File: config.mk
export PLATFORM = sky130hd
export DESIGN_NAME = dma_request_unit
export DESIGN_NICKNAME = d
export VERILOG_FILES = /design/src/rtl/dma_pkg.sv /design/src/rtl/dma_priority_arbiter.sv /design/src/rtl/dma_request_unit.sv
export SDC_FILE = /design/constraint.sdc
export NUM_CORES = 1
export LEC_CHECK = 0
export BUFFER_PORTS_ARGS = -buffer_cell sky130_fd_sc_hd__buf_2
export CAP_MARGIN = 20
export CORE_MARGIN = 1.5
export CORE_UTILIZATION = 40
export DETAILED_ROUTE_END_ITERATION = 6
export GPL_TIMING_DRIVEN = 0
export PLACE_DENSITY = 0.64
export SLEW_MARGIN = 20
export SYNTH_ARGS = -nofsm -noshare
export SYNTH_HDL_FRONTEND = slang
export SYNTH_SLANG_ARGS = --single-unit
File: constraint.sdc
create_clock -name CLK -period 1.6 [get_ports CLK]
set_input_delay 0.32 -clock CLK [delete_from_list [all_inputs] [get_ports CLK]]
set_output_delay 0.32 -clock CLK [all_outputs]
set_load 0.02 [all_outputs]
File: src/rtl/dma_pkg.sv
// Shared definitions for the DMA request unit:
// register addresses, control bit positions and controller states.
package dma_pkg;

  localparam logic [3:0] DMA_REQ_ADDR  = 4'b1001;
  localparam logic [3:0] DMA_MASK_ADDR = 4'b1010;
  localparam logic [3:0] DMA_STAT_ADDR = 4'b1000;

  // DataIn[2] chooses set (1) or clear (0) for request and mask writes.
  localparam int DMA_SET_BIT = 2;

  typedef enum logic [1:0] {
    ST_IDLE    = 2'd0,
    ST_HOLD    = 2'd1,
    ST_SERVICE = 2'd2
  } dma_state_e;

endpackage

File: src/rtl/dma_priority_arbiter.sv
// Picks one requesting channel, searching upward from a start pointer.
// In fixed mode the search always starts at channel 0.
module dma_priority_arbiter #(
  parameter int NUM_CH = 4,
  parameter int CH_W   = 2
) (
  input  logic [NUM_CH-1:0] i_req,
  input  logic [CH_W-1:0]   i_ptr,
  input  logic              i_rot,
  output logic [CH_W-1:0]   o_grant,
  output logic              o_valid
);

  logic [CH_W-1:0] w_base;
  logic [CH_W-1:0] w_idx;

  assign w_base = i_rot ? i_ptr : '0;

  // Scan from lowest priority to highest so the last hit is the winner.
  always_comb begin
    o_grant = '0;
    o_valid = 1'b0;
    w_idx   = '0;
    for (int k = NUM_CH - 1; k >= 0; k--) begin
      w_idx = CH_W'((int'(w_base) + k) % NUM_CH);
      if (i_req[w_idx]) begin
        o_grant = w_idx;
        o_valid = 1'b1;
      end
    end
  end

endmodule

File: src/rtl/dma_request_unit.sv
// DMA request unit: software/hardware request capture, masking, terminal
// count status and the IDLE/HOLD/SERVICE bus hold handshake.
module dma_request_unit
  import dma_pkg::*;
#(
  parameter int         NUM_CH    = 4,
  parameter int         CH_W      = 2,
  parameter logic [3:0] REQ_ADDR  = DMA_REQ_ADDR,
  parameter logic [3:0] MASK_ADDR = DMA_MASK_ADDR,
  parameter logic [3:0] STAT_ADDR = DMA_STAT_ADDR
) (
  input  logic              CLK,
  input  logic              Reset,
  input  logic              IOR,
  input  logic              IOW,
  input  logic [3:0]        Address,
  input  logic [7:0]        DataIn,
  output logic [7:0]        DataOut,
  input  logic [NUM_CH-1:0] DREQ,
  input  logic [NUM_CH-1:0] AutoInit,
  input  logic              RotPri,
  input  logic              HLDA,
  input  logic              EOP,
  output logic              HRQ,
  output logic [NUM_CH-1:0] DACK,
  output logic [CH_W-1:0]   ActiveCh,
  output logic              request_written
);

  dma_state_e        r_state, w_state_next;
  logic [CH_W-1:0]   r_active, r_ptr;
  logic [NUM_CH-1:0] r_dreq_s1, r_dreq_s2;
  logic              r_iow_d, r_req_written;
  logic [7:0]        r_data_out;

  logic [NUM_CH-1:0] w_sw_req, w_mask, w_tc, w_eff, w_dack;
  logic [7:0]        w_stat;
  logic [CH_W-1:0]   w_ch, w_grant;
  logic              w_ch_ok, w_grant_valid, w_latch, w_exit;
  logic              w_wr_ok, w_wr_req, w_wr_mask, w_rd_stat, w_eop_act;
  logic              w_unused_din;

  assign w_unused_din = ^DataIn;

  assign w_ch      = DataIn[CH_W-1:0];
  assign w_ch_ok   = int'(w_ch) < NUM_CH;
  assign w_wr_ok   = !IOW && IOR;
  assign w_wr_req  = w_wr_ok && (Address == REQ_ADDR);
  assign w_wr_mask = w_wr_ok && (Address == MASK_ADDR);
  assign w_rd_stat = !IOR && IOW && (Address == STAT_ADDR);
  assign w_eop_act = (r_state == ST_SERVICE) && EOP;
  assign w_eff     = (r_dreq_s2 | w_sw_req) & ~w_mask;

  genvar gi;
  generate
    for (gi = 0; gi < NUM_CH; gi++) begin : g_ch
      logic r_sw_req, r_mask, r_tc;
      logic w_sel, w_eop_hit;

      assign w_sel     = w_ch_ok && (w_ch == CH_W'(gi));
      assign w_eop_hit = w_eop_act && (r_active == CH_W'(gi));

      // Terminal count outranks a coincident register write or status read.
      always_ff @(posedge CLK) begin
        if (Reset) begin
          r_sw_req <= 1'b0;
          r_mask   <= 1'b1;
          r_tc     <= 1'b0;
        end else begin
          if (w_eop_hit)
            r_sw_req <= 1'b0;
          else if (w_wr_req && w_sel)
            r_sw_req <= DataIn[DMA_SET_BIT];

          if (w_eop_hit && !AutoInit[gi])
            r_mask <= 1'b1;
          else if (w_wr_mask && w_sel)
            r_mask <= DataIn[DMA_SET_BIT];

          if (w_eop_hit)
            r_tc <= 1'b1;
          else if (w_rd_stat)
            r_tc <= 1'b0;
        end
      end

      assign w_sw_req[gi] = r_sw_req;
      assign w_mask[gi]   = r_mask;
      assign w_tc[gi]     = r_tc;
    end

    // Status word only has room for the first four channels.
    for (gi = 0; gi < 4; gi++) begin : g_stat
      if (gi < NUM_CH) begin : g_on
        assign w_stat[gi]     = w_tc[gi];
        assign w_stat[4 + gi] = w_eff[gi];
      end else begin : g_off
        assign w_stat[gi]     = 1'b0;
        assign w_stat[4 + gi] = 1'b0;
      end
    end
  endgenerate

  dma_priority_arbiter #(
    .NUM_CH (NUM_CH),
    .CH_W   (CH_W)
  ) u_arb (
    .i_req   (w_eff),
    .i_ptr   (r_ptr),
    .i_rot   (RotPri),
    .o_grant (w_grant),
    .o_valid (w_grant_valid)
  );

  always_comb begin
    w_state_next = r_state;
    w_latch      = 1'b0;
    w_exit       = 1'b0;
    case (r_state)
      ST_IDLE: if (|w_eff) w_state_next = ST_HOLD;
      ST_HOLD: begin
        if (!(|w_eff)) begin
          w_state_next = ST_IDLE;
        end else if (HLDA && w_grant_valid) begin
          w_state_next = ST_SERVICE;
          w_latch      = 1'b1;
        end
      end
      ST_SERVICE: begin
        if (EOP || !w_eff[r_active]) begin
          w_state_next = ST_IDLE;
          w_exit       = 1'b1;
        end
      end
      default: w_state_next = ST_IDLE;
    endcase
  end

  always_ff @(posedge CLK) begin
    if (Reset) begin
      r_state       <= ST_IDLE;
      r_active      <= '0;
      r_ptr         <= '0;
      r_dreq_s1     <= '0;
      r_dreq_s2     <= '0;
      r_iow_d       <= 1'b1;
      r_req_written <= 1'b0;
      r_data_out    <= '0;
    end else begin
      r_state       <= w_state_next;
      r_dreq_s1     <= DREQ;
      r_dreq_s2     <= r_dreq_s1;
      r_iow_d       <= IOW;
      r_req_written <= (w_wr_req || w_wr_mask) && r_iow_d;
      r_data_out    <= w_rd_stat ? w_stat : 8'h00;
      if (w_latch)
        r_active <= w_grant;
      // Served channel drops to lowest priority when rotating.
      if (w_exit)
        r_ptr <= RotPri ? CH_W'((int'(r_active) + 1) % NUM_CH) : '0;
    end
  end

  always_comb begin
    w_dack = '0;
    if (r_state == ST_SERVICE)
      w_dack[r_active] = 1'b1;
  end

  assign HRQ             = (r_state != ST_IDLE);
  assign DACK            = w_dack;
  assign ActiveCh        = r_active;
  assign DataOut         = r_data_out;
  assign request_written = r_req_written;

endmodule

# ---- Yosys cells after proc, flatten, opt, wreduce, memory -nomap -nowiden
# Index checks and enable logic that the tools add are counted.
# W data, S select, Z words.
dict set report classes {
  addsub 4
  magnitude_cmp 6
  eq_ne 14
  mux 38
  n_bitwise 4
  n_reduce_logical 53
}
# op count
set op_table {}
lappend op_table {{$logic_and A1 B1 Y1} 25}
lappend op_table {{$mux W1} 20}
lappend op_table {{$mux W2} 10}
lappend op_table {{$reduce_or A2 Y1} 9}
lappend op_table {{$lt A2 B3 Y1 const B} 5}
lappend op_table {{$eq A4 B4 Y1 const B} 3}
lappend op_table {{$bmux W1 S2} 5}
lappend op_table {{$eq A2 B2 Y1 const B} 5}
lappend op_table {{$reduce_bool A2 Y1} 5}
lappend op_table {{$logic_not A1 Y1} 7}
lappend op_table {{$eq A2 B1 Y1 const B} 3}
lappend op_table {{$logic_not A2 Y1} 3}
lappend op_table {{$pmux W2 S3} 1}
lappend op_table {{$add A2 B1 Y2 const B} 2}
lappend op_table {{$add A2 B2 Y2 const B} 2}
lappend op_table {{$and A4 B4 Y4} 1}
lappend op_table {{$mux W4} 1}
lappend op_table {{$not A4 Y4} 1}
lappend op_table {{$or A4 B4 Y4} 1}
lappend op_table {{$reduce_or A4 Y1} 1}
lappend op_table {{$ne A3 B3 Y1 const B} 1}
lappend op_table {{$reduce_and A3 Y1} 1}
lappend op_table {{$demux W1 S2} 1}
lappend op_table {{$ge A2 B1 Y1 const B} 1}
lappend op_table {{other kinds (4)} 5}
dict set report totals {
  register_bits 36
  input_bits 27
  output_inout_bits 16
  word_cells 139
}

# ---- Depth between registers and ports, before layout
dict set report logic_depth {
  ltp_word 12
  mapped_depth 6
  ltp_nobuf 4
}

# ---- By module
# A second synthesis with hierarchy kept.
dict set report hier_totals {
  cells_unflattened 181
  area_unflattened_um2 1657.8
}
# mod n_inst cells_per_inst area_each_um2 seq_area_each_um2
set modules_own_cells {}
lappend modules_own_cells {dma_request_unit 1 162 1542.7 720.7}
lappend modules_own_cells {dma_priority_arbiter 1 19 115.1 0.0}

# ---- Worst setup path after synthesis
# Ideal clock, no wire load.
dict set report synth_path {
  kind {input to register}
  startpoint {input port Address[0]}
  endpoint {register r_data_out[7] (netlist: DataOut[7])}
  setup_time_ps 62
  t_arrival_ps 1638
  required_ps 1538
  path_slack_ps -101
  cell_stages 6
  path_buffers 2
  path_cell_list {or3b_1 > buf_2 > or4b_4 > buf_6 > nand2b_4 > nor2_2}
}
dict set report synth_between {
  elab_chain_cells 4
}
# element line_no
set synth_lines {}
lappend synth_lines {{start, declared} dma_request_unit.sv:16} ;# input logic [3:0] Address,
lappend synth_lines {{$eq A4 B4 Y1} dma_request_unit.sv:50} ;# assign w_rd_stat = !IOR && IOW && (Address == STAT_ADDR);
lappend synth_lines {{$logic_and A1 B1 Y1} dma_request_unit.sv:50}
lappend synth_lines {{$not A1 Y1 (no line)} n/a}
lappend synth_lines {{$reduce_or A2 Y1 (no line)} n/a}
lappend synth_lines {{end signal, assigned} dma_request_unit.sv:155} ;# r_data_out <= w_rd_stat ? w_stat : 8'h00;
lappend synth_lines {{end, declared} dma_request_unit.sv:34} ;# logic [7:0] r_data_out;
# No other way between the ends.
# A chain may end at the register's enable or synchronous reset.

# ---- Final worst setup path
dict set report layout_path {
  startpoint {register r_active[0] (netlist: ActiveCh[0])}
  endpoint {register r_ptr[1]}
}
dict set report layout_between {
  elab_chain_cells 6
}
# element line_no
set layout_lines {}
lappend layout_lines {{start, declared} dma_request_unit.sv:31} ;# logic [CH_W-1:0] r_active, r_ptr;
lappend layout_lines {{start signal, assigned} dma_request_unit.sv:157} ;# r_active <= w_grant;
lappend layout_lines {{$bmux W1 S2} dma_request_unit.sv:130} ;# if (EOP || !w_eff[r_active]) begin
lappend layout_lines {{$mux W1 (implied by the code)} dma_request_unit.sv:130}
lappend layout_lines {{$logic_not A1 Y1} dma_request_unit.sv:130}
lappend layout_lines {{$logic_or A1 B1 Y1} dma_request_unit.sv:130}
lappend layout_lines {{$mux W1} dma_request_unit.sv:130}
lappend layout_lines {{$mux W1} dma_request_unit.sv:119} ;# case (r_state)
lappend layout_lines {{end signal, assigned} dma_request_unit.sv:160} ;# r_ptr <= RotPri ? CH_W'((int'(r_active) + 1) % NUM_CH) : '0;
lappend layout_lines {{end, declared} dma_request_unit.sv:31}
# Several ways; a longest one is shown, not always the timed one. The select of a mux whose other input is x is not followed.

==> impl_metrics.py <==
metrics = {
    "timing": {
        "final-setup-viol-count": 0,
        "post-route-min-period_ps": 1540,
        "final_max_slew_viol_count": 0,
        "slew_headroom_pct": 65.96,
        "finalSetupTns_ps": 0,
        "min_period_over_period_pct": 96.22,
        "report.final.hold_viol_count": 0,
        "worst-slew-pin-transition_ps": 510.6,
        "finalClockSkew_ps": 7.708,
        "fmaxAchievable_ghz": 0.6496,
    },
    "setup_path": {
        "start_kind": "flop",
        "critPathMaxFanout": 7,
        "crit_type": "reg2reg",
        "cp-end-kind": "flop",
        "critical_path_arrival_ps": 1690,
        "critical_path_required_ps": 1750,
    },
    "route": {
        "routedWlPerCell_um": 13.65,
        "ant_nets": 0,
        "via_per_inst": 5.350,
        "detailroute.via_count": 1359,
        "number_of_drc_violations_after_detailed_routing_iteration_0": 58,
        "remaining_drc_errors": 0,
        "wl_um": 3466,
        "drt_first_pass_iters": 4,
    },
    "cts": {
        "ctsHtreeMaxLevel": 2,
        "cts_tree": "built",
        "clkSlewWorstSetupHoldPaths_ps": 70,
        "tritoncts.num_buffers": 5,
        "clk_path_buf_depth": 2,
        "clock_insertion_delay_worst_skew_ps": 280,
        "numClockSinks": 36,
        "hold_buffers": 0,
        "root_buffer": "sky130_fd_sc_hd__clkbuf_8",
    },
    "logic_synthesis": {
        "synth_top_area_share_pct": 45.61,
        "ys_dominant_reg_cell": "sky130_fd_sc_hd__dfxtp_1",
        "synth_edf_count": 0,
        "ys_types": 40,
        "synth_async_reset_ratio_pct": 0,
        "synth.yosys.warnings": 0,
        "yosys.area.top_type": "sky130_fd_sc_hd__dfxtp_1",
        "post_synth_instance_area_um2": 1580,
        "post_synthesis_sequential_element_count": 36,
        "post_synth.cell_area_avg_um2": 9.815,
        "postSynthNetCount": 192,
        "synth_cells": 161,
        "synthTopCellsByArea": "sky130_fd_sc_hd__dfxtp_1, sky130_fd_sc_hd__nor2b_1, sky130_fd_sc_hd__and2_1, sky130_fd_sc_hd__ha_1, sky130_fd_sc_hd__a21oi_1",
        "sequential_to_total_area_share_from_yosys_stat_pct": 45.61,
    },
    "place": {
        "dp_hpwl_um": 2632,
        "place_congestion": 0.8310,
        "place.port_buffers": 36,
    },
    "min_path": {
        "worst_hold_path_class": "in2reg",
    },
    "cells_and_area": {
        "post_route_cells_drive_above_1_share_pct": 34.47,
        "most_frequent_standard_cell_in_the_layout_excluding_fill_and_tap_cells": "sky130_fd_sc_hd__buf_2",
        "final_nets": 236,
        "flow.area_growth_from_synthesis_pct": 23.28,
        "n_antenna_cell": 0,
        "filler_cell_count": 369,
        "most_used_cells_in_the_layout_excluding_fill_and_tap_cells": "sky130_fd_sc_hd__buf_2, sky130_fd_sc_hd__dfxtp_1, sky130_fd_sc_hd__nor2b_1, sky130_fd_sc_hd__nand2_1",
        "final_core_utilization_pct": 52.42,
    },
    "die": {
        "die_outline_width_um": 65.86,
        "io-pin-count": 43,
        "floorplan.die.height_um": 65.86,
        "std_cell_rows": 22,
        "fp.dieArea_um2": 4337,
        "placeableCoreArea_um2": 3716,
        "starting_density_pct": 42.53,
    },
    "global_routing": {
        "initial_antenna_violation_count": 0,
        "first_global_vias": 1217,
        "grt_overflow_total": 0,
        "grtUsageTotal_pct": 17.70,
        "maximum_number_of_pins_on_one_net_before_global_route_repair": 11,
        "global_route_wire_length_before_repair_um": 5651,
    },
    "run_status": {
        "status": "finished clean",
    },
    "pwr": {
        "worst_ir_drop_vdd_uv": 545.2,
        "power_per_cell_area_nw_per_um2": 839.7,
        "p_leak_uw": 0.0008465,
    },
    "job": {
        "cap_viol_max_count": 0,
    },
}
[state kept, by name, indices dropped and copies added (netlist names)]
signal,count
r_dreq_s1,4
DataOut,8
r_iow_d,1
g_ch.r_mask,4
request_written,1
g_ch.r_sw_req,4
r_dreq_s2,4
r_ptr,2
g_ch.r_tc,4
r_state,2
ActiveCh,2
[routing by layer]
layer	global-route usage, %	up-vias	part of all wire [%]
met5	0	-	0
met4	6.250	0	1.8
met1	21.95	632	44
met3	6.133	7	6.9
li1	-	673	-
met2	28.41	47	47
[cells in the mapped netlist (2+ instances only)]
master and n:
sky130_fd_sc_hd__a21oi_1 9, sky130_fd_sc_hd__a32o_1 2, sky130_fd_sc_hd__and2_1 9, sky130_fd_sc_hd__and3_1 5, sky130_fd_sc_hd__and3b_1 2, sky130_fd_sc_hd__clkbuf_1 4
sky130_fd_sc_hd__dfxtp_1 36, sky130_fd_sc_hd__ha_1 4, sky130_fd_sc_hd__inv_1 4, sky130_fd_sc_hd__mux2_2 4, sky130_fd_sc_hd__mux2i_1 4, sky130_fd_sc_hd__nand2_1 10
sky130_fd_sc_hd__nand3_1 8, sky130_fd_sc_hd__nand3b_1 2, sky130_fd_sc_hd__nand4_1 2, sky130_fd_sc_hd__nor2_1 3, sky130_fd_sc_hd__nor2_2 3, sky130_fd_sc_hd__nor2b_1 10
sky130_fd_sc_hd__nor3_1 2, sky130_fd_sc_hd__nor4_1 2, sky130_fd_sc_hd__o211ai_1 5, sky130_fd_sc_hd__o21ai_0 3, sky130_fd_sc_hd__o21ba_2 4, sky130_fd_sc_hd__o21bai_1 3
sky130_fd_sc_hd__o311ai_0 2, sky130_fd_sc_hd__o41ai_1 4, sky130_fd_sc_hd__or2_2 2
[report_power, final]
part	internal (µW)	leakage, µW	switching (µW)	total [µW]
Sequential	904	0.000294	3.52	907
Combinational	35.1	0.000507	47.3	82.4
Clock	351	0.0000455	295	646
[final timing paths]
kind         cells after the start                      end  slack [ps]                     start
max                              5    r_ptr[1]$_SDFFE_PP0P_          60  ActiveCh[0]$_SDFFE_PP0P_
min                              2  r_dreq_s1[2]$_SDFF_PP0_         240                   DREQ[2]
min reg2reg                      1  r_dreq_s2[1]$_SDFF_PP0_         440   r_dreq_s1[1]$_SDFF_PP0_
max reg2reg                      5    r_ptr[1]$_SDFFE_PP0P_          60  ActiveCh[0]$_SDFFE_PP0P_
[area by class of cell]
cell class	count	area (µm²)	area share (%)
Tap cell	48	60.06	3.083
Sequential cell	36	729.5	37.44
Buffer	5	30.03	1.541
Timing Repair Buffer	38	197.7	10.15
Multi-Input combinational cell	115	825.8	42.39
Clock buffer	8	90.09	4.624
Inverter	4	15.01	0.7707
[through the flow]
stage / instance area (µm²) / instances / setup WS [ps] / power (µW) / hold WS, ps
CTS: 1917 / 252 / 6.298 / 1654 / 239.8
floorplan: 1580 / 161 / -100.9 / 966.0 / 413.8
finish: 1948 / 254 / 60.49 / 1636 / 241.2
detailed placement: 1821 / 245 / -289.1 / 1013 / 423.1
global placement: 1821 / 245 / -273.8 / 1009 / 419.0
global route: 1948 / 254 / -0.3574 / 1721 / 236.4
[timing repair]
item / 4_1_cts / 5_1_grt
cloned: 0 / 0
endpoints found under the setup margin: 8 / 7
buffers inserted: 0 / 2
pin swaps: 1 / 1
resized for setup: 6 / 8
endpoints found under the hold margin: 0 / 0
[cell families after synthesis]
logic type | after synthesis | synth area share [%]
compound gates | 34 | 15.76
fa+ha+maj | 4 | 3.167
buf+inv | 10 | 2.929
flops | 36 | 45.61
mux | 8 | 5.384
simple gates | 69 | 27.16
[critical path, stage by stage (launching register included)]
cell	delay, ps
sky130_fd_sc_hd__dfxtp_4	370
sky130_fd_sc_hd__buf_4	130
sky130_fd_sc_hd__and3b_1	160
sky130_fd_sc_hd__a32o_1	250
sky130_fd_sc_hd__o311ai_0	360
sky130_fd_sc_hd__o41ai_1	130
Note: power is estimated with default switching activity, not from simulation.
